**config.mk**
```make
export PLATFORM = sky130hd
export DESIGN_NAME = wptr_full
export DESIGN_NICKNAME = d
export VERILOG_FILES = /design/src/rtl/wptr_full.sv
export SDC_FILE = /design/constraint.sdc
export NUM_CORES = 1
export LEC_CHECK = 0
export ABC_AREA = 1
export CORE_ASPECT_RATIO = 0.7
export CORE_MARGIN = 2
export CORE_UTILIZATION = 45
export CTS_BUF_LIST = sky130_fd_sc_hd__clkbuf_8
export DETAILED_ROUTE_END_ITERATION = 8
export PLACE_DENSITY_LB_ADDON = 0.2
export SETUP_SLACK_MARGIN = 0.02
export SLEW_MARGIN = 20
export SYNTH_ARGS = -nofsm -noshare
export SYNTH_HDL_FRONTEND = slang
export SYNTH_SLANG_ARGS = --single-unit
```
**constraint.sdc**
```tcl
create_clock -name i_wClk -period 2.4 [get_ports i_wClk]
set_clock_uncertainty 0.15 [all_clocks]
set_input_delay 0.48 -clock i_wClk [delete_from_list [all_inputs] [get_ports i_wClk]]
set_output_delay 0.48 -clock i_wClk [all_outputs]
set_load 0.1 [all_outputs]
```
**src/rtl/wptr_full.sv**
```systemverilog
// Write-side pointer and full/level flag generator for a Gray-pointer async FIFO.
// Consumes the read pointer already synchronised into the write clock domain.
module wptr_full #(
    parameter int ADDR_W   = 4,
    parameter int AF_LEVEL = 14
) (
    input  logic              i_wClk,
    input  logic              i_wRst_n,
    input  logic              i_wInc,
    input  logic [ADDR_W:0]   i_wq2RPtr,
    output logic [ADDR_W-1:0] o_wAddr,
    output logic [ADDR_W:0]   o_wPtr,
    output logic              o_wFull,
    output logic              o_wAlmostFull,
    output logic [ADDR_W:0]   o_wLevel,
    output logic              o_wOverflow
);

    localparam logic [ADDR_W:0] AF_THRESH = AF_LEVEL[ADDR_W:0];

    logic [ADDR_W:0] w_bin_q, w_bin_d;
    logic [ADDR_W:0] w_gray_q, w_gray_d;
    logic [ADDR_W:0] level_q, level_d;
    logic            full_q, full_d;
    logic            afull_q, afull_d;
    logic            overflow_q, overflow_d;

    logic            w_en;
    logic [ADDR_W:0] r_bin;
    logic [ADDR_W:0] r_gray_full;

    always_comb begin
        r_bin = '0;
        r_bin[ADDR_W] = i_wq2RPtr[ADDR_W];
        for (int i = ADDR_W - 1; i >= 0; i--) begin
            r_bin[i] = r_bin[i+1] ^ i_wq2RPtr[i];
        end
    end

    // Full when our next Gray pointer equals the read pointer with its two MSBs inverted,
    // i.e. the binary pointers differ by exactly DEPTH.
    assign r_gray_full = {~i_wq2RPtr[ADDR_W:ADDR_W-1], i_wq2RPtr[ADDR_W-2:0]};

    always_comb begin
        w_en       = i_wInc & ~full_q;
        w_bin_d    = w_bin_q + {{ADDR_W{1'b0}}, w_en};
        w_gray_d   = (w_bin_d >> 1) ^ w_bin_d;
        level_d    = w_bin_d - r_bin;
        full_d     = (w_gray_d == r_gray_full);
        afull_d    = (level_d >= AF_THRESH);
        overflow_d = i_wInc & full_q;
    end

    always_ff @(posedge i_wClk) begin
        if (!i_wRst_n) begin
            w_bin_q    <= '0;
            w_gray_q   <= '0;
            level_q    <= '0;
            full_q     <= 1'b0;
            afull_q    <= 1'b0;
            overflow_q <= 1'b0;
        end else begin
            w_bin_q    <= w_bin_d;
            w_gray_q   <= w_gray_d;
            level_q    <= level_d;
            full_q     <= full_d;
            afull_q    <= afull_d;
            overflow_q <= overflow_d;
        end
    end

    assign o_wAddr       = w_bin_q[ADDR_W-1:0];
    assign o_wPtr        = w_gray_q;
    assign o_wFull       = full_q;
    assign o_wAlmostFull = afull_q;
    assign o_wLevel      = level_q;
    assign o_wOverflow   = overflow_q;

endmodule

```
# After elaboration in Yosys (flattened, before gate mapping)
# Cells that the tools add are included.
dict set report totals {
  register_bits 18
  inputBits 8
}
dict set report classes {
  bitwise_logic 9
  order_cmp 1
  eq_ne 1
  n_addsub 2
}
# cell n
set ops {}
lappend ops {{adder 5 x 1 -> 5 bit} 1}
lappend ops {{equality test 5 bit} 1}
lappend ops {{>= comparator 5 x 4 -> 1 bit (second input constant)} 1}
lappend ops {{subtractor 5 bit} 1}
lappend ops {{XOR 4 x 5 -> 5 bit} 1}
lappend ops {{XOR 1 bit} 4}
lappend ops {{AND 1 bit} 2}
lappend ops {{inverter 2 bit} 1}
lappend ops {{inverter 1 bit} 1}

# Longest topological paths before layout
# Gate-level depths: netlist of run 1.
dict set report depth {
  word_depth 6
  ltp_mapped 15
}

# Worst setup path after synthesis of run 1
# OpenSTA, ideal clock, no wires.
dict set report synth_path {
  path_type {register to register}
  startpoint {register full_q (netlist: o_wFull)}
  endpoint {register afull_q (netlist: o_wAlmostFull)}
  required_ns 2.135
  path_stages_with_launch 12
  t_arrival_ns 2.583
  setup_slack_ns -0.448
  n_path_buf 0
  period_less_slack_ns 2.848
  cell_sequence {dfxtp_1 -> nor2_1 -> ha_1 -> inv_1 -> ha_1 -> fa_1 -> o21bai_1 -> a21oi_1 -> inv_1 -> nand2_1 -> nand3_1 -> nand2_1}
}
dict set report synth_via {
  elab_chain_len 5
}
# item line_no
set synth_rtl {}
lappend synth_rtl {{from (decl)} 24} ;# logic full_q, full_d;
lappend synth_rtl {{from (signal assigned)} 66} ;# full_q <= full_d;
lappend synth_rtl {{inverter 1 bit} 45} ;# w_en = i_wInc & ~full_q;
lappend synth_rtl {{AND 1 bit} 45}
lappend synth_rtl {{adder 5 x 1 -> 5 bit} 46} ;# w_bin_d = w_bin_q + {{ADDR_W{1'b0}}, w_en};
lappend synth_rtl {{named net w_bin_d[0]} 21} ;# logic [ADDR_W:0] w_bin_q, w_bin_d;
lappend synth_rtl {{subtractor 5 bit} 48} ;# level_d = w_bin_d - r_bin;
lappend synth_rtl {{>= comparator 5 x 4 -> 1 bit} 50} ;# afull_d = (level_d >= AF_THRESH);
lappend synth_rtl {{to (signal assigned)} 67} ;# afull_q <= afull_d;
lappend synth_rtl {{to (decl)} 25} ;# logic afull_q, afull_d;
# The timed path passes the listed nets, and every way through them passes these cells.
# A chain may end at the register's enable or synchronous reset.

# Worst setup path after layout of run 1
dict set report layout_path {
  startpoint {input port i_wq2RPtr[4]}
  endpoint {register afull_q (netlist: o_wAlmostFull)}
}
dict set report layout_via {
  elab_chain_len 6
}
# item line_no
set layout_rtl {}
lappend layout_rtl {{from (decl)} 10} ;# input logic [ADDR_W:0] i_wq2RPtr,
lappend layout_rtl {{XOR 1 bit (4 in series)} 36} ;# r_bin[i] = r_bin[i+1] ^ i_wq2RPtr[i];
lappend layout_rtl {{subtractor 5 bit *} 48}
lappend layout_rtl {{>= comparator 5 x 4 -> 1 bit *} 50}
# Every way passes the cells marked *; elsewhere a longest branch is shown, timed or not.

==> impl_results.md, run 1 <==
* Worst Path Required at 2.46 ns
* Synth warnings at 0
* Status: complete, but fails checks
* Final nets at 209
* DP HPWL at 1.94 mm
* Chip width at 60.1 µm
* Crit path DAT at 2.51 ns
* Fillers at 142
* GPL Wtd Cong at 0.833
* Synth top cells by count: nand2_1 (33), nand3_1 (21), inv_1 (19)
* Logic gate share of total power at 0.494
* Final Hold Fails at 0
* Register bit total from synthesis at 17
* Setup Viol. Count Final at 2
* Switching Fraction at 0.444
* Hold endpoint: o_wOverflow$_SDFF_PN0_
* Synthesized Nets at 155
* Setup slack, reg-to-reg at 0.17 ns
* Area post-placement at 0.00139 mm²
* Routed wire length per instance at 13.2 µm
* Predominant post-synthesis flop cell: dfxtp_1
* Crit Reg-Reg Startpoint: o_wFull$_SDFF_PN0_
* N_diodes at 0
* CTS tree: built
* Share of the synthesized area in the top cell type at 0.343
* Cts hold-fix bufs at 0
* Port Buffers at 24
* Initial drt markers at 72
* Int Pwr at 0.593 mW
* Slew @ Worst Pin at 0.438 ns
* DR vias/cell at 4.98
* CTS buffer count at 3
* Syn Area/Cell at 7.08 µm²
* H-tree Lvls at 1
* Worst Hold Class: reg2reg
* CTS root buf: clkbuf_8
* Maximum vdd drop at 0.596 mV
* First-pass GRT wire length at 4.41 mm
* Hold Slack at 0.335 ns
* Sequential share of the synthesized area at 0.343
* Floorplan row count at 14
* Asr flop ratio synth at 0
* Antenna violations before repair at 0
* Syn Inst Count at 140
* Via count at 1120
* Fin Setup TNS at -0.0933 ns
* Synth-to-layout area growth at 61.6%
* Max cap viols at 0
* Worst-case clock buffer depth at 2
* Failing checks: negative setup slack
* Routed WL at 2.97 mm
* Vias in the first global route at 1021
* Fmax achieved at 408 MHz
* Most numerous cell in the Yosys netlist: nand2_1
* I/O Pins at 25
* Worst Min Path Start: o_wFull$_SDFF_PN0_
* Detailed Routing Iterations Pass 1 at 4
* Final min period at 2.45 ns
* Reg power frac at 0.302
* Die span in y at 43.3 µm
* Leakage at 0.823 nW
* Clock sink count at 17
* Synth Cell Area at 991 µm²
* GRT Total Usage at 0.231
* FF-to-FF End: o_wAlmostFull$_SDFF_PN0_
* Slew headroom at 0.707
* Pwr dens at 667 mW/mm²
* CP Launch Type: primary input
* Final worst slack at -0.0507 ns
* Distinct cells, synth at 23
* Crit path max fanout at 3
* Worst setup EP type: flip-flop
* Crit Path Class: in2reg
* Clock power frac at 0.204
* Max-slew violations at 0
* Fin crit share at 1.02
* EDFF count, synth at 0
* Switching pwr at 0.474 mW
* Worst skew pair latency at 0.25 ns
* Design Area, Final at 0.00160 mm²
* Final ANT Viol Nets at 0
* Largest net degree at the start of global routing at 13
* DRC Markers at 0
* Core Area at 0.00212 mm²
* Share of layout cells above drive strength 1 at 0.482
* Global route overflow at 0
* Starting Density at 0.468
* Worst hold stages at 2
* Die Area at 0.00260 mm²
* Largest area contributor in the netlist: dfxtp_1
* Reg clk slew, reported paths at 0.07 ns
* R2R cell count at 11
* Synth area leaders: dfxtp_1 (34%), nand2_1 (13%), nand3_1 (11%)
## registers in the layout (all words and copies together), names as in the netlist
signal,cells
o_wLevel,5
o_wPtr,4
o_wOverflow,1
w_bin_q,5
o_wAlmostFull,1
o_wFull,1
## how the worst max path moves through the flow
stage                             from                       end  slack, ns
after global placement    i_wq2RPtr[4]  o_wAlmostFull$_SDFF_PN0_      -0.55
after detailed placement  i_wq2RPtr[4]  o_wAlmostFull$_SDFF_PN0_      -0.66
final                     i_wq2RPtr[4]  o_wAlmostFull$_SDFF_PN0_      -0.05
after CTS                 i_wq2RPtr[3]  o_wAlmostFull$_SDFF_PN0_       0.08
after floorplan           i_wq2RPtr[4]  o_wAlmostFull$_SDFF_PN0_       0.02
after global routing      i_wq2RPtr[4]  o_wAlmostFull$_SDFF_PN0_      -0.11
## placed cells by master (no fill, tap or decap), drive strengths merged
cell	count
a21oi	6
and2	1
buf	46
clkbuf	4
clkdlybuf4s50	2
dfxtp	17
dlygate4sd2	2
fa	1
ha	6
inv	22
nand2	43
nand3	21
nand3b	1
nand4	2
nor2	12
o21ai	2
o21bai	1
or2	1
xnor2	1
xor2	2
## cell type report
| type | count | area (µm²) | area share |
|---|---|---|---|
| timing repair buffer | 51 | 389 | 0.243 |
| multi-input combinational | 100 | 701 | 0.437 |
| sequential | 17 | 348 | 0.217 |
| clock inverter | 1 | 3.75 | 0.00234 |
| inverter | 21 | 78.8 | 0.0492 |
| clock buffer | 3 | 41.3 | 0.0258 |
| tap | 32 | 40.0 | 0.0250 |
## power groups by stage
stage | Clock (mW) | Combinational, mW | Sequential [mW]
after floorplan | 0 | 0.128 | 0.528
after CTS | 0.219 | 0.473 | 0.322
after global routing | 0.226 | 0.552 | 0.326
after detailed placement | 0 | 0.448 | 0.328
after global placement | 0 | 0.444 | 0.327
final | 0.217 | 0.528 | 0.323
## timing repair
action,in CTS,in global routing
pin swaps,10,6
buffers inserted,3,2
cloned,0,0
endpoints found under the setup margin,5,3
gates resized for setup,26,19
## stage by stage
stage	total power, mW	instances	setup slack [ns]	utilization
2_1_floorplan	0.656	140	0.0227	-
3_3_place_gp	0.771	216	-0.555	0.654
3_5_place_dp	0.777	216	-0.659	0.654
4_1_cts	1.01	223	0.0768	0.711
5_1_grt	1.10	225	-0.109	0.756
6_report	1.07	225	-0.0507	0.756
## logic make-up after synthesis
kind of cell	count (synthesis)	synth area share
compound gates	9	0.0518
xor+xnor	3	0.0265
fa+ha+maj	7	0.0960
buf+inv	23	0.0947
flops	17	0.343
simple gates	81	0.388
## per-layer routing
layer | routed length, µm | GRT usage
met5 | 0 | 0
met3 | 196 | 0.0457
met4 | 74 | 0.0844
met1 | 1270 | 0.300
met2 | 1430 | 0.374
## critical path, cell delays in order
cell and delay, ns:
buf_4 0.13, xnor2_4 0.21, or2_4 0.20, nand2_4 0.07, nand2_4 0.07, buf_4 0.12
nand2_2 0.06, buf_4 0.13, ha_1 0.26, nand2_1 0.06, o21ai_0 0.25, xor2_1 0.29
nand3b_1 0.11, nand2_1 0.07
(Power assumes the default switching activity.)
==> run 2, diff against run 1 <==
ABC_CLOCK_PERIOD_IN_PS = 2400   (was not set)
==> results of run 2 <==
Same layout as run 1: the final DEF is identical, and so are final timing and power.
==> run 3, diff against run 2 <==
CTS_CLUSTER_DIAMETER = 50   (was not set)
==> results of run 3 <==
Same layout as run 1: the final DEF is identical, and so are final timing and power.
